[src/rtl/ctrl_decode_pipe_pkg.sv]
// Shared encodings and control bundle for the
// registered ID-stage control decoder.
package ctrl_decode_pipe_pkg;

    localparam logic [4:0] OPC_LUI    = 5'b01101;
    localparam logic [4:0] OPC_AUIPC  = 5'b00101;
    localparam logic [4:0] OPC_OPIMM  = 5'b00100;
    localparam logic [4:0] OPC_OP     = 5'b01100;
    localparam logic [4:0] OPC_JAL    = 5'b11011;
    localparam logic [4:0] OPC_JALR   = 5'b11001;
    localparam logic [4:0] OPC_BRANCH = 5'b11000;
    localparam logic [4:0] OPC_LOAD   = 5'b00000;
    localparam logic [4:0] OPC_STORE  = 5'b01000;

    localparam logic [6:0] F7_BASE = 7'b0000000;
    localparam logic [6:0] F7_ALT  = 7'b0100000;
    localparam logic [6:0] F7_MULD = 7'b0000001;

    localparam logic [3:0] ALU_ADD   = 4'b0000;
    localparam logic [3:0] ALU_SLT   = 4'b0010;
    localparam logic [3:0] ALU_SLTU  = 4'b0011;
    localparam logic [3:0] ALU_COPYB = 4'b1111;

    typedef enum logic [2:0] {
        EXT_I = 3'b000,
        EXT_U = 3'b001,
        EXT_S = 3'b010,
        EXT_B = 3'b011,
        EXT_J = 3'b100,
        EXT_R = 3'b101
    } ext_op_e;

    typedef enum logic [2:0] {
        BR_NONE = 3'b000,
        BR_JAL  = 3'b001,
        BR_JALR = 3'b010,
        BR_EQ   = 3'b100,
        BR_NE   = 3'b101,
        BR_LT   = 3'b110,
        BR_GE   = 3'b111
    } branch_e;

    typedef enum logic [2:0] {
        MEM_W  = 3'b000,
        MEM_B  = 3'b001,
        MEM_H  = 3'b010,
        MEM_BU = 3'b101,
        MEM_HU = 3'b110
    } mem_op_e;

    typedef enum logic [1:0] {
        ALUB_RS2 = 2'b00,
        ALUB_IMM = 2'b01,
        ALUB_4   = 2'b10
    } alub_src_e;

    typedef struct packed {
        ext_op_e   ext_op;
        branch_e   branch;
        alub_src_e alub_src;
        logic [3:0] alu_ctr;
        mem_op_e   mem_op;
        logic      reg_wr;
        logic      mem_to_reg;
        logic      alua_src;
        logic      mem_wr;
        logic      md_en;
        logic [2:0] md_op;
    } ctrl_t;

endpackage

[src/rtl/ctrl_decode_comb.sv]
// Combinational RV32I(+M) instruction to
// EX/MEM/WB control bundle decoder.
module ctrl_decode_comb
    import ctrl_decode_pipe_pkg::*;
#(
    parameter bit ENABLE_M = 1'b1
) (
    input  logic [31:0] inst_i,
    output ctrl_t       ctrl_o,
    output logic        illegal_o,
    output logic        md_en_o
);

    logic [4:0] op;
    logic [2:0] f3;
    logic [6:0] f7;
    logic       unused_bits;

    assign op = inst_i[6:2];
    assign f3 = inst_i[14:12];
    assign f7 = inst_i[31:25];
    assign unused_bits = ^{inst_i[24:15], inst_i[11:7]};

    ctrl_t c;
    logic  ill;

    // Decode; any illegal encoding collapses to a bubble bundle
    always_comb begin
        c   = '0;
        ill = 1'b0;
        unique case (op)
            OPC_LUI: begin
                c.ext_op   = EXT_U;
                c.reg_wr   = 1'b1;
                c.alub_src = ALUB_IMM;
                c.alu_ctr  = ALU_COPYB;
            end
            OPC_AUIPC: begin
                c.ext_op   = EXT_U;
                c.reg_wr   = 1'b1;
                c.alua_src = 1'b1;
                c.alub_src = ALUB_IMM;
                c.alu_ctr  = ALU_ADD;
            end
            OPC_OPIMM: begin
                c.ext_op   = EXT_I;
                c.reg_wr   = 1'b1;
                c.alub_src = ALUB_IMM;
                c.alu_ctr  = (f3 == 3'b101) ? {f7[5], f3}
                                            : {1'b0, f3};
            end
            OPC_OP: begin
                c.ext_op   = EXT_R;
                c.reg_wr   = 1'b1;
                c.alub_src = ALUB_RS2;
                c.alu_ctr  = {f7[5], f3};
                if (f7 == F7_BASE) begin
                    ill = 1'b0;
                end else if (f7 == F7_ALT &&
                             (f3 == 3'b000 || f3 == 3'b101)) begin
                    ill = 1'b0;
                end else if (f7 == F7_MULD && ENABLE_M) begin
                    c.md_en   = 1'b1;
                    c.md_op   = f3;
                    c.alu_ctr = ALU_ADD;
                end else begin
                    ill = 1'b1;
                end
            end
            OPC_JAL: begin
                c.ext_op   = EXT_J;
                c.reg_wr   = 1'b1;
                c.alua_src = 1'b1;
                c.alub_src = ALUB_4;
                c.branch   = BR_JAL;
            end
            OPC_JALR: begin
                c.ext_op   = EXT_I;
                c.reg_wr   = 1'b1;
                c.alua_src = 1'b1;
                c.alub_src = ALUB_4;
                c.branch   = BR_JALR;
            end
            OPC_BRANCH: begin
                c.ext_op  = EXT_B;
                c.alu_ctr = (f3[2:1] == 2'b11) ? ALU_SLTU
                                               : ALU_SLT;
                unique case (f3)
                    3'b000:  c.branch = BR_EQ;
                    3'b001:  c.branch = BR_NE;
                    3'b100:  c.branch = BR_LT;
                    3'b101:  c.branch = BR_GE;
                    3'b110:  c.branch = BR_LT;
                    3'b111:  c.branch = BR_GE;
                    default: ill = 1'b1;
                endcase
            end
            OPC_LOAD: begin
                c.ext_op     = EXT_I;
                c.reg_wr     = 1'b1;
                c.mem_to_reg = 1'b1;
                c.alub_src   = ALUB_IMM;
                unique case (f3)
                    3'b000:  c.mem_op = MEM_B;
                    3'b001:  c.mem_op = MEM_H;
                    3'b010:  c.mem_op = MEM_W;
                    3'b100:  c.mem_op = MEM_BU;
                    3'b101:  c.mem_op = MEM_HU;
                    default: ill = 1'b1;
                endcase
            end
            OPC_STORE: begin
                c.ext_op   = EXT_S;
                c.mem_wr   = 1'b1;
                c.alub_src = ALUB_IMM;
                unique case (f3)
                    3'b000:  c.mem_op = MEM_B;
                    3'b001:  c.mem_op = MEM_H;
                    3'b010:  c.mem_op = MEM_W;
                    default: ill = 1'b1;
                endcase
            end
            default: ill = 1'b1;
        endcase
        if (inst_i[1:0] != 2'b11) begin
            ill = 1'b1;
        end
        if (ill) begin
            c = '0;
        end
    end

    assign ctrl_o    = c;
    assign illegal_o = ill;
    assign md_en_o   = c.md_en;

endmodule

[src/rtl/ctrl_decode_pipe.sv]
// ID/EX pipeline register around the control decoder,
// with valid/ready handshake, flush and mul/div interlock.
module ctrl_decode_pipe
    import ctrl_decode_pipe_pkg::*;
#(
    parameter bit          ENABLE_M = 1'b1,
    parameter int unsigned MD_LAT   = 4,
    parameter int unsigned PC_W     = 32
) (
    input  logic            clk,
    input  logic            rst_n,
    input  logic            flush,
    input  logic            in_valid,
    output logic            in_ready,
    input  logic [31:0]     in_inst,
    input  logic [PC_W-1:0] in_pc,
    output logic            out_valid,
    input  logic            out_ready,
    output logic [PC_W-1:0] out_pc,
    output logic [4:0]      out_rd,
    output logic [2:0]      out_ExtOp,
    output logic [2:0]      out_Branch,
    output logic [1:0]      out_ALUBSrc,
    output logic [3:0]      out_ALUctr,
    output logic [2:0]      out_MemOp,
    output logic            out_RegWr,
    output logic            out_MemtoReg,
    output logic            out_ALUASrc,
    output logic            out_MemWr,
    output logic            out_md_en,
    output logic [2:0]      out_md_op,
    output logic            out_illegal
);

    localparam int CNT_W = $clog2(MD_LAT + 1);
    localparam logic [CNT_W-1:0] MD_LOAD = CNT_W'(MD_LAT - 1);

    ctrl_t dec_ctrl;
    logic  dec_ill;
    logic  dec_md_en;

    ctrl_decode_comb #(
        .ENABLE_M (ENABLE_M)
    ) u_dec (
        .inst_i    (in_inst),
        .ctrl_o    (dec_ctrl),
        .illegal_o (dec_ill),
        .md_en_o   (dec_md_en)
    );

    logic            valid_q, valid_d;
    ctrl_t           ctrl_q,  ctrl_d;
    logic            ill_q,   ill_d;
    logic [PC_W-1:0] pc_q,    pc_d;
    logic [4:0]      rd_q,    rd_d;
    logic [CNT_W-1:0] cnt_q,  cnt_d;

    logic md_block;
    logic accept;

    assign md_block = (cnt_q != '0) & dec_md_en;
    assign in_ready = (~valid_q | out_ready) & ~md_block;
    assign accept   = in_valid & in_ready & ~flush;

    // Next state: flush wins, then load-on-accept, then drain
    always_comb begin
        valid_d = valid_q;
        ctrl_d  = ctrl_q;
        ill_d   = ill_q;
        pc_d    = pc_q;
        rd_d    = rd_q;
        cnt_d   = cnt_q;
        if (flush) begin
            valid_d = 1'b0;
            cnt_d   = '0;
        end else begin
            if (accept) begin
                valid_d = 1'b1;
                ctrl_d  = dec_ctrl;
                ill_d   = dec_ill;
                pc_d    = in_pc;
                rd_d    = in_inst[11:7];
            end else if (out_ready) begin
                valid_d = 1'b0;
            end
            if (accept && dec_md_en) begin
                cnt_d = MD_LOAD;
            end else if (cnt_q != '0) begin
                cnt_d = cnt_q - 1'b1;
            end
        end
    end

    // ID/EX register and mul/div occupancy counter
    always_ff @(posedge clk) begin
        if (!rst_n) begin
            valid_q <= 1'b0;
            ctrl_q  <= '0;
            ill_q   <= 1'b0;
            pc_q    <= '0;
            rd_q    <= '0;
            cnt_q   <= '0;
        end else begin
            valid_q <= valid_d;
            ctrl_q  <= ctrl_d;
            ill_q   <= ill_d;
            pc_q    <= pc_d;
            rd_q    <= rd_d;
            cnt_q   <= cnt_d;
        end
    end

    assign out_valid    = valid_q;
    assign out_pc       = pc_q;
    assign out_rd       = rd_q;
    assign out_ExtOp    = ctrl_q.ext_op;
    assign out_Branch   = ctrl_q.branch;
    assign out_ALUBSrc  = ctrl_q.alub_src;
    assign out_ALUctr   = ctrl_q.alu_ctr;
    assign out_MemOp    = ctrl_q.mem_op;
    assign out_RegWr    = ctrl_q.reg_wr;
    assign out_MemtoReg = ctrl_q.mem_to_reg;
    assign out_ALUASrc  = ctrl_q.alua_src;
    assign out_MemWr    = ctrl_q.mem_wr;
    assign out_md_en    = ctrl_q.md_en;
    assign out_md_op    = ctrl_q.md_op;
    assign out_illegal  = ill_q;

endmodule

[config.mk]
export PLATFORM = sky130hd
export DESIGN_NAME = ctrl_decode_pipe
export DESIGN_NICKNAME = d
export VERILOG_FILES = /design/src/rtl/ctrl_decode_pipe_pkg.sv /design/src/rtl/ctrl_decode_comb.sv /design/src/rtl/ctrl_decode_pipe.sv
export SDC_FILE = /design/constraint.sdc
export NUM_CORES = 1
export LEC_CHECK = 0
export CAP_MARGIN = 30
export CORE_MARGIN = 2
export CORE_UTILIZATION = 38
export CTS_CLUSTER_DIAMETER = 80
export DETAILED_ROUTE_END_ITERATION = 8
export PLACE_DENSITY = 0.83
export SETUP_SLACK_MARGIN = 0.05
export SLEW_MARGIN = 0
export SYNTH_ARGS = -nofsm -noshare
export SYNTH_HDL_FRONTEND = slang
export SYNTH_SLANG_ARGS = --single-unit
[constraint.sdc]
create_clock -name clk -period 2.9 [get_ports clk]
set_input_delay 0.87 -clock clk [delete_from_list [all_inputs] [get_ports clk]]
set_output_delay 0.87 -clock clk [all_outputs]
set_load 0.1 [all_outputs]
==> flow_summary.ini, run 1 <==
[critical_path]
worstPathCellList = buf_6 > or4_4 > nor3_4 > or3_4 > o21a_4 > buf_12
crit_path_end = in_ready
startpoint_type = primary input
critical_path_class = in2out
rrSetupSlack_ns = 0.91
reg2reg_from = cnt_q[0]
arrival_ns = 2.15
crit_path_top_delay_cell = or4_4
reg2reg_to = out_pc[16]
cp-startpoint = in_inst[2]
path_max_fanout = 3
required_ns = 2.03
r2r_cells = 9
slowest_delay_ns = 0.54
critPathCaptureType = output pin

[clock_tree]
worstSkewPairLatency_ns = 0.34
clkSinkCount = 65
ctsHoldBuffers = 0
cts_tree = yes
clkTransAtPathRegs_ns = 0.07
htree_levels = 3
cts_root_buffer = clkbuf_8
cts_buffer_depth = 2
cts_made_buffers = 9

[synth]
async_flop_share_pct = 0
synth-warning-count = 0
synthFlopType = dfxtp_1
syn_avg_cell_area_um2 = 8.629
seq_area_frac_synth_pct = 43.33
netlist_area_mm2 = 0.003003
synth_area_leaders = dfxtp_1 (43%), mux2i_1 (13%), nand2_1 (11%)
syn-num-nets = 419
synth-edff-count = 0
synth_cells = 348
ys_types = 52
ys_seq_elements = 65
yosysTopAreaCellShare_pct = 43.33
synth.largest_area_cell = dfxtp_1

[floorplan]
core_area_mm2 = 0.007687
dieArea_mm2 = 0.008629
start_util_pct = 39.06
die_w_um = 92.90
design.portCount = 132
dieHeight_um = 92.90
rows = 32

[flow_run]
drv_cap = 0

[power]
swShare_pct = 31.74
p_comb_share_pct = 24.9
power-per-cell-area_mw_per_mm2 = 462.3
p_seq_share_pct = 41.4
intPower_mw = 1.543
clkPwrFrac_pct = 33.7
leakage_nw = 2.087
ir_drop_v = 0.0002561
power_switching_mw = 0.7175
p_total_mw = 2.261

[worst_hold_path]
holdCritPathClass = reg2reg

[timing]
fmax_mhz = 330.6
fin_crit_ns = 3.024
setup_tns_ns = -0.4326
period_share_pct = 104.3
slew_headroom_pct = 46.48
finalSetupViolations = 22
fin_ws_ns = -0.1244
drv_slew = 0
final_hold_viol_count = 0
rsz0062_at_grt = true
worstMarginPinSlew_ns = 0.8028
skew_ns = 0.007107

[outcome]
violations = negative setup slack
outcome = finished with violations

[placement]
portBuffers = 121
placed_area_mm2 = 0.004452
gp_congestion = 0.8710
place_ws_ns = -0.5915
place_hpwl_mm = 6.424

[global_route]
grt_pass1_wl_mm = 13.93
antenna_found_initial = 0
grt_max_degree = 87
overflow = 0
grt_pass1_vias = 3041
grt_use_total_pct = 20.27

[cells_and_area]
num-nets-final = 591
drive_above_1_share_pct = 34.29
fillCellCount = 636
final_util_pct = 63.61
final_cell_mix = buf_4 (117), nand2_1 (87), dfxtp_1 (65)
layout.cells.most_common = buf_4
syn_to_final_growth_pct = 62.83
diodes = 0
stdcell_area_mm2 = 0.004890

[drt]
routed_wl_mm = 9.446
firstDrtPassIters = 4
ant_nets = 0
wire_per_inst_um = 15.07
routed_via_density = 5.000
via_count = 3135
drc = 0
drtIter0Drc = 109
-- how the worst min path moves through the flow --
stage,from,end,cells after the start
after CTS,out_rd[3],out_rd[3],2
final,out_rd[3],out_rd[3],2
after global placement,out_pc[21],out_pc[21],2
after global routing,out_pc[7],out_pc[7],2
after floorplan,cnt_q[2],cnt_q[2],2
after detailed placement,out_ExtOp[0],out_ExtOp[0],2
-- synthesized netlist by cell type (2+ instances only) --
cell	count
nand2_1	87
inv_1	26
buf_4	6
o32ai_1	5
ha_1	2
mux2i_1	39
nor2_1	15
o22ai_1	13
a21o_1	2
dfxtp_1	65
clkbuf_1	12
nand3_1	5
nand2b_1	7
nor3_2	2
nand4_1	3
a21oi_1	8
a31o_2	2
or4_1	3
o211ai_1	2
nor3_1	4
buf_2	5
o21ai_0	3
o31ai_1	3
-- power by group through the flow --
| stage | clock network (mW) | logic [mW] | registers (mW) |
|---|---|---|---|
| floorplan | 0 | 0.137 | 1.16 |
| global placement | 0 | 0.524 | 0.954 |
| detailed placement | 0 | 0.531 | 0.956 |
| CTS | 0.786 | 0.540 | 0.936 |
| global route | 0.818 | 0.588 | 0.938 |
| finish | 0.761 | 0.563 | 0.936 |
-- area by class of cell --
type / instances / area [um^2] / area share (%)
Clock buffer: 11 / 141.4 / 2.892
Sequential cell: 65 / 1301 / 26.61
Clock inverter: 5 / 55.05 / 1.126
Timing Repair Buffer: 184 / 1593 / 32.57
Inverter: 26 / 97.59 / 1.996
Tap cell: 102 / 127.6 / 2.610
Multi-Input combinational cell: 234 / 1574 / 32.19
-- state kept, by name (all words and copies together) (netlist names), 2 cells and up --
name,count
out_pc,32
out_md_op,3
out_rd,5
out_Branch,3
out_MemOp,3
cnt_q,3
out_ExtOp,3
out_ALUctr,4
out_ALUBSrc,2
-- stage by stage --
step,hold slack (ns),std cells
finish,0.4595,627
global route,0.4747,627
CTS,0.4633,619
detailed placement,0.4512,590
global placement,0.4436,590
floorplan,0.4712,348
-- routing by layer --
metal  up-vias  global-route usage [%]  share of wire, %
met1      1438                   22.97                40
met5         -                       0                 0
met4         0                   7.108               2.0
met2       144                   35.87                50
met3        23                   6.184               7.9
li1       1530                       -                 -
-- cells by family after synthesis --
group,Yosys count,share of synthesized area [%]
AO/OA/AOI/OAI,51,12.92
XOR/XNOR,1,0.2917
adder cells (fa/ha/maj),2,0.8332
buffers and inverters,49,7.083
flip-flops,65,43.33
multiplexers,39,13.00
AND/OR/NAND/NOR,141,22.54
-- worst max-delay path: cells and delay by family --
kind	cells	cell delay, ns
and+or+nand+nor	3	0.88
AOI/OAI and AO/OA	1	0.14
buffers and inverters	2	0.27
-- what timing repair did --
item,4_1_cts,5_1_grt
setup buffers,13,7
cloned,0,4
pin swaps,9,10
setup endpoints to repair,1,63
resized for setup,45,18
Power figures use the tool's default switching activity.
==> run 2, diff against run 1 <==
--- a/config.mk
+++ b/config.mk
@@ -10,6 +10,7 @@
 export CORE_UTILIZATION = 38
 export CTS_CLUSTER_DIAMETER = 80
 export DETAILED_ROUTE_END_ITERATION = 8
+export GPL_ROUTABILITY_DRIVEN = 0
 export PLACE_DENSITY = 0.83
 export SETUP_SLACK_MARGIN = 0.05
 export SLEW_MARGIN = 0
==> flow_summary.ini, run 2 (same netlist as run 1, synthesis figures left out) <==
[global_route]
grt_use_total_pct = 21.37
overflow = 0
grt_pass1_vias = 3150
grt_pass1_wl_mm = 14.71
antenna_found_initial = 0
grt_max_degree = 87

[timing]
finalSetupViolations = 1
hold_ws_ns = 0.4509
worstMarginPinSlew_ns = 0.8051
slew_headroom_pct = 46.33
period_share_pct = 104.2
fmax_mhz = 330.8
fin_ws_ns = -0.1232
final_hold_viol_count = 0
skew_ns = 0.009503
rsz0062_at_grt = true
fin_crit_ns = 3.023
setup_tns_ns = -0.1232
drv_slew = 0

[power]
power-per-cell-area_mw_per_mm2 = 459.3
ir_drop_v = 0.0002944
leakage_nw = 2.076

[critical_path]
crit_path_top_delay_cell = or4_4
worstPathCellList = buf_8 > or4_4 > nor3_4 > or3_4 > o21a_4 > buf_12
slowest_delay_ns = 0.55
required_ns = 2.03
critical_path_class = in2out
path_buf_inv = 2
crit_family = simple AND/OR/NAND/NOR gates
arrival_ns = 2.15
path_max_fanout = 5
critPathCaptureType = output pin
startpoint_type = primary input

[floorplan]
rows = 32
design.portCount = 132
dieHeight_um = 92.90
start_util_pct = 39.06
die_w_um = 92.90
dieArea_mm2 = 0.008629
core_area_mm2 = 0.007687

[worst_hold_path]
holdCritPathClass = reg2reg

[cells_and_area]
diodes = 0
final_cell_mix = buf_4 (112), nand2_1 (87), dfxtp_1 (65)
drive_above_1_share_pct = 34.04
largest_register_ffs = 32
layout.cells.most_common = buf_4
stdcell_area_mm2 = 0.004881
num-nets-final = 585
syn_to_final_growth_pct = 62.54

[clock_tree]
htree_levels = 3
cts_made_buffers = 9
cts_buffer_depth = 2
clkSinkCount = 65
clkTransAtPathRegs_ns = 0.06
worstSkewPairLatency_ns = 0.32
cts_tree = yes
cts_root_buffer = clkbuf_8

[placement]
portBuffers = 121
place_hpwl_mm = 6.384
placed_area_mm2 = 0.004449

[outcome]
outcome = finished with violations
violations = negative setup slack

[drt]
wire_per_inst_um = 15.68
drtIter0Drc = 203
drc = 0
firstDrtPassIters = 4
ant_nets = 0
via_count = 3237
routed_wl_mm = 9.705
routed_via_density = 5.229

[flow_run]
drv_cap = 0
## run 2: changes by cell type in the layout (fill, tap and decap cells not counted), sizes merged
cell           previous run  this run
clkdlybuf4s15             0         1
clkinvlp                  2         0
clkdlybuf4s50            43        42
buf                     130       127
dlymetal6s2s              1         2
clkbuf                   19        14
clkinv                    2         3
## run 2: metrics by stage
stage | setup WS [ns] | util (%) | total power, mW | std cells
after global routing | -0.1774 | 63.49 | 2.330 | 619
after detailed placement | -0.6068 | 57.88 | 1.486 | 588
after CTS | -0.1517 | 61.95 | 2.235 | 615
after global placement | -0.5643 | 57.88 | 1.478 | 588
after floorplan | -0.07093 | - | 1.296 | 348
final | -0.1232 | 63.49 | 2.242 | 619
## run 2: area by class of cell
| cell class | count | area, um^2 |
|---|---|---|
| Clock buffer | 10 | 137.6 |
| Inverter | 26 | 97.59 |
| Sequential cell | 65 | 1301 |
| Timing Repair Buffer | 178 | 1565 |
| Fill cell | 634 | 2806 |
| Tap cell | 102 | 127.6 |
| Clock inverter | 4 | 45.04 |
| Multi-Input combinational cell | 234 | 1607 |
## run 2: metal layers
layer	vias up	GRT usage [%]	routed length, um
met5	-	0	0
met4	0	8.088	292
met3	36	6.753	857
met2	188	37.44	4837
met1	1498	24.16	3718
li1	1515	-	-
## run 2: worst paths after layout
check	cells past startpoint	to	from	slack [ns]
setup reg to reg	9	out_Branch[2]	cnt_q[0]	0.88
setup / recovery	6	in_ready	in_inst[4]	-0.12
hold reg to reg	2	out_ALUBSrc[0]	out_ALUBSrc[0]	0.45
hold / removal	2	out_ALUBSrc[0]	out_ALUBSrc[0]	0.45
## run 2: power by group
group | switching, mW | internal [mW]
logic | 0.362 | 0.204
registers | 0.0148 | 0.921
clock network | 0.333 | 0.407
total | 0.710 | 1.53
## run 2: tightest hold or removal path, cell delays in order (launching register included)
cell     delay, ns
dfxtp_1       0.31
nand2_1       0.05
o21ai_1       0.05
## run 2: repair_timing
item / CTS / global route
cloned: 0 / 3
buffers inserted: 13 / 2
pin swaps: 10 / 10
endpoints found under the setup margin: 1 / 64
gates resized for setup: 50 / 25
hold buffers: 0 / 0
==> run 3, diff against run 2 <==
==> constraint.sdc (replaced) <==
create_clock -name clk -period 2.5 [get_ports clk]
set_input_delay 0.75 -clock clk [delete_from_list [all_inputs] [get_ports clk]]
set_output_delay 0.75 -clock clk [all_outputs]
set_load 0.1 [all_outputs]
==> flow_summary.ini, run 3 (same netlist as run 1, synthesis figures left out) <==
[outcome]
outcome = finished with violations
violations = negative setup slack

[global_route]
antenna_found_initial = 0
grt_pass1_wl_mm = 14.75
overflow = 0
grt_util_met2_pct = 37.98
met3_usage_pct = 6.021
use_met1_pct = 23.76
grt_use_total_pct = 21.58
globalRoute.busiestLayer = met2
grt_pass1_vias = 3066
grt_max_degree = 87

[critical_path]
critPathCaptureType = output pin
slowest_delay_ns = 0.30
required_ns = 1.75
path_max_fanout = 2
cp-startpoint = in_inst[28]
r2r_cells = 12
startpoint_type = primary input
rrSetupSlack_ns = 0.37
worstPathCellList = dlygate4sd2_1 > nor3_2 > and4_4 > nand3_4 > o21a_4 > buf_12
path_buf_inv = 2
crit_path_top_delay_cell = and4_4
crit_cells = 6
reg2reg_from = cnt_q[0]
critical_path_class = in2out
crit_family = simple AND/OR/NAND/NOR gates
arrival_ns = 2.01

[timing]
skew_ns = 0.01008
rsz0062_at_grt = true
fin_crit_ns = 2.759
period_share_pct = 110.4
finalSetupViolations = 1
hold_ws_ns = 0.4538
final_hold_viol_count = 0
slew_headroom_pct = 47.29
fmax_mhz = 362.5
drv_slew = 0
fin_ws_ns = -0.2588
worstMarginPinSlew_ns = 0.7907

[floorplan]
dieArea_mm2 = 0.008629
rows = 32
dieHeight_um = 92.90
die_w_um = 92.90
core_area_mm2 = 0.007687
design.portCount = 132
start_util_pct = 39.06

[drt]
routed_via_density = 5.093
drc = 0
routed_wl_mm = 9.642
firstDrtPassIters = 4
via_count = 3183
ant_nets = 0
wire_per_inst_um = 15.43
drtIter0Drc = 99

[cells_and_area]
num-nets-final = 590
diodes = 0
drive_above_1_share_pct = 34.80
layout.cells.most_common = buf_4
final_cell_mix = buf_4 (113), nand2_1 (86), dfxtp_1 (65)
largest_register_ffs = 32
syn_to_final_growth_pct = 66.63
stdcell_count = 625
fillCellCount = 613

[clock_tree]
cts_buffer_depth = 2
cts_tree = yes
cts_made_buffers = 9
worstSkewPairLatency_ns = 0.34
clkTransAtPathRegs_ns = 0.06
cts_root_buffer = clkbuf_8
clkSinkCount = 65
htree_levels = 3
ctsHoldBuffers = 0

[worst_hold_path]
min_path_cells = 2
worstHoldStart = out_ALUBSrc[0]
holdCritPathClass = reg2reg

[power]
p_total_mw = 2.626
ir_drop_v = 0.0002759
power-per-cell-area_mw_per_mm2 = 524.8
leakage_nw = 2.132

[flow_run]
drv_cap = 0

[placement]
dp_cells = 593
portBuffers = 121
place_hpwl_mm = 6.535
run 3: metrics by stage:
step	worst slack, ns	util (%)	cell area [um^2]	TNS (ns)
final	-0.2588	65.09	5004	-0.2588
after global routing	-0.2896	65.09	5004	-0.4958
after CTS	-0.2713	63.83	4907	-3.503
after detailed placement	-0.7934	58.37	4487	-30.67
after global placement	-0.7300	58.37	4487	-24.92
after floorplan	-0.2309	-	3030	-0.2309
run 3: report_power, final:
| group | switching, mW | leakage (nW) | internal, mW | total, mW |
|---|---|---|---|---|
| clock | 0.386 | 0.102 | 0.507 | 0.893 |
| sequential | 0.0175 | 0.528 | 1.07 | 1.09 |
| combinational | 0.416 | 1.50 | 0.231 | 0.647 |
run 3: what timing repair did:
action / CTS / global route
setup endpoints to repair: 64 / 20
hold endpoints to repair: 0 / 0
gates cloned: 2 / 0
pin swaps: 10 / 10
resized for setup: 60 / 25
buffers inserted: 13 / 6
run 3: worst register-to-register path, cell delays in order (launching register included):
cell and delay [ns]:
dfxtp_1 0.33, inv_1 0.08, ha_1 0.18, nand2b_1 0.20
nand3_4 0.15, buf_6 0.09, buf_4 0.09, buf_4 0.09
buf_4 0.13, nand4_4 0.16, buf_6 0.17, buf_12 0.12
o32ai_1 0.25
run 3: path summary, 6_finish.rpt:
| check | end |
|---|---|
| worst min-delay path | out_ALUBSrc[0] |
| worst max-delay path | in_ready |
| worst max register to register | out_MemWr |
| worst min register to register | out_ALUBSrc[0] |
run 3: final cells by class:
type	instances	area [um^2]	area share, %
inverter	26	97.59	1.950
clock buffer	12	155.1	3.101
tap	102	127.6	2.551
multi-input combinational	234	1642	32.81
sequential	65	1301	26.01
timing repair buffer	183	1640	32.78
clock inverter	3	40.04	0.8002
run 3: per-layer routing:
| metal | part of all wire, % | up-vias |
|---|---|---|
| li1 | - | 1523 |
| met1 | 40 | 1476 |
| met2 | 48 | 149 |
| met3 | 8.1 | 35 |
| met4 | 3.3 | 0 |
| met5 | 0 | - |
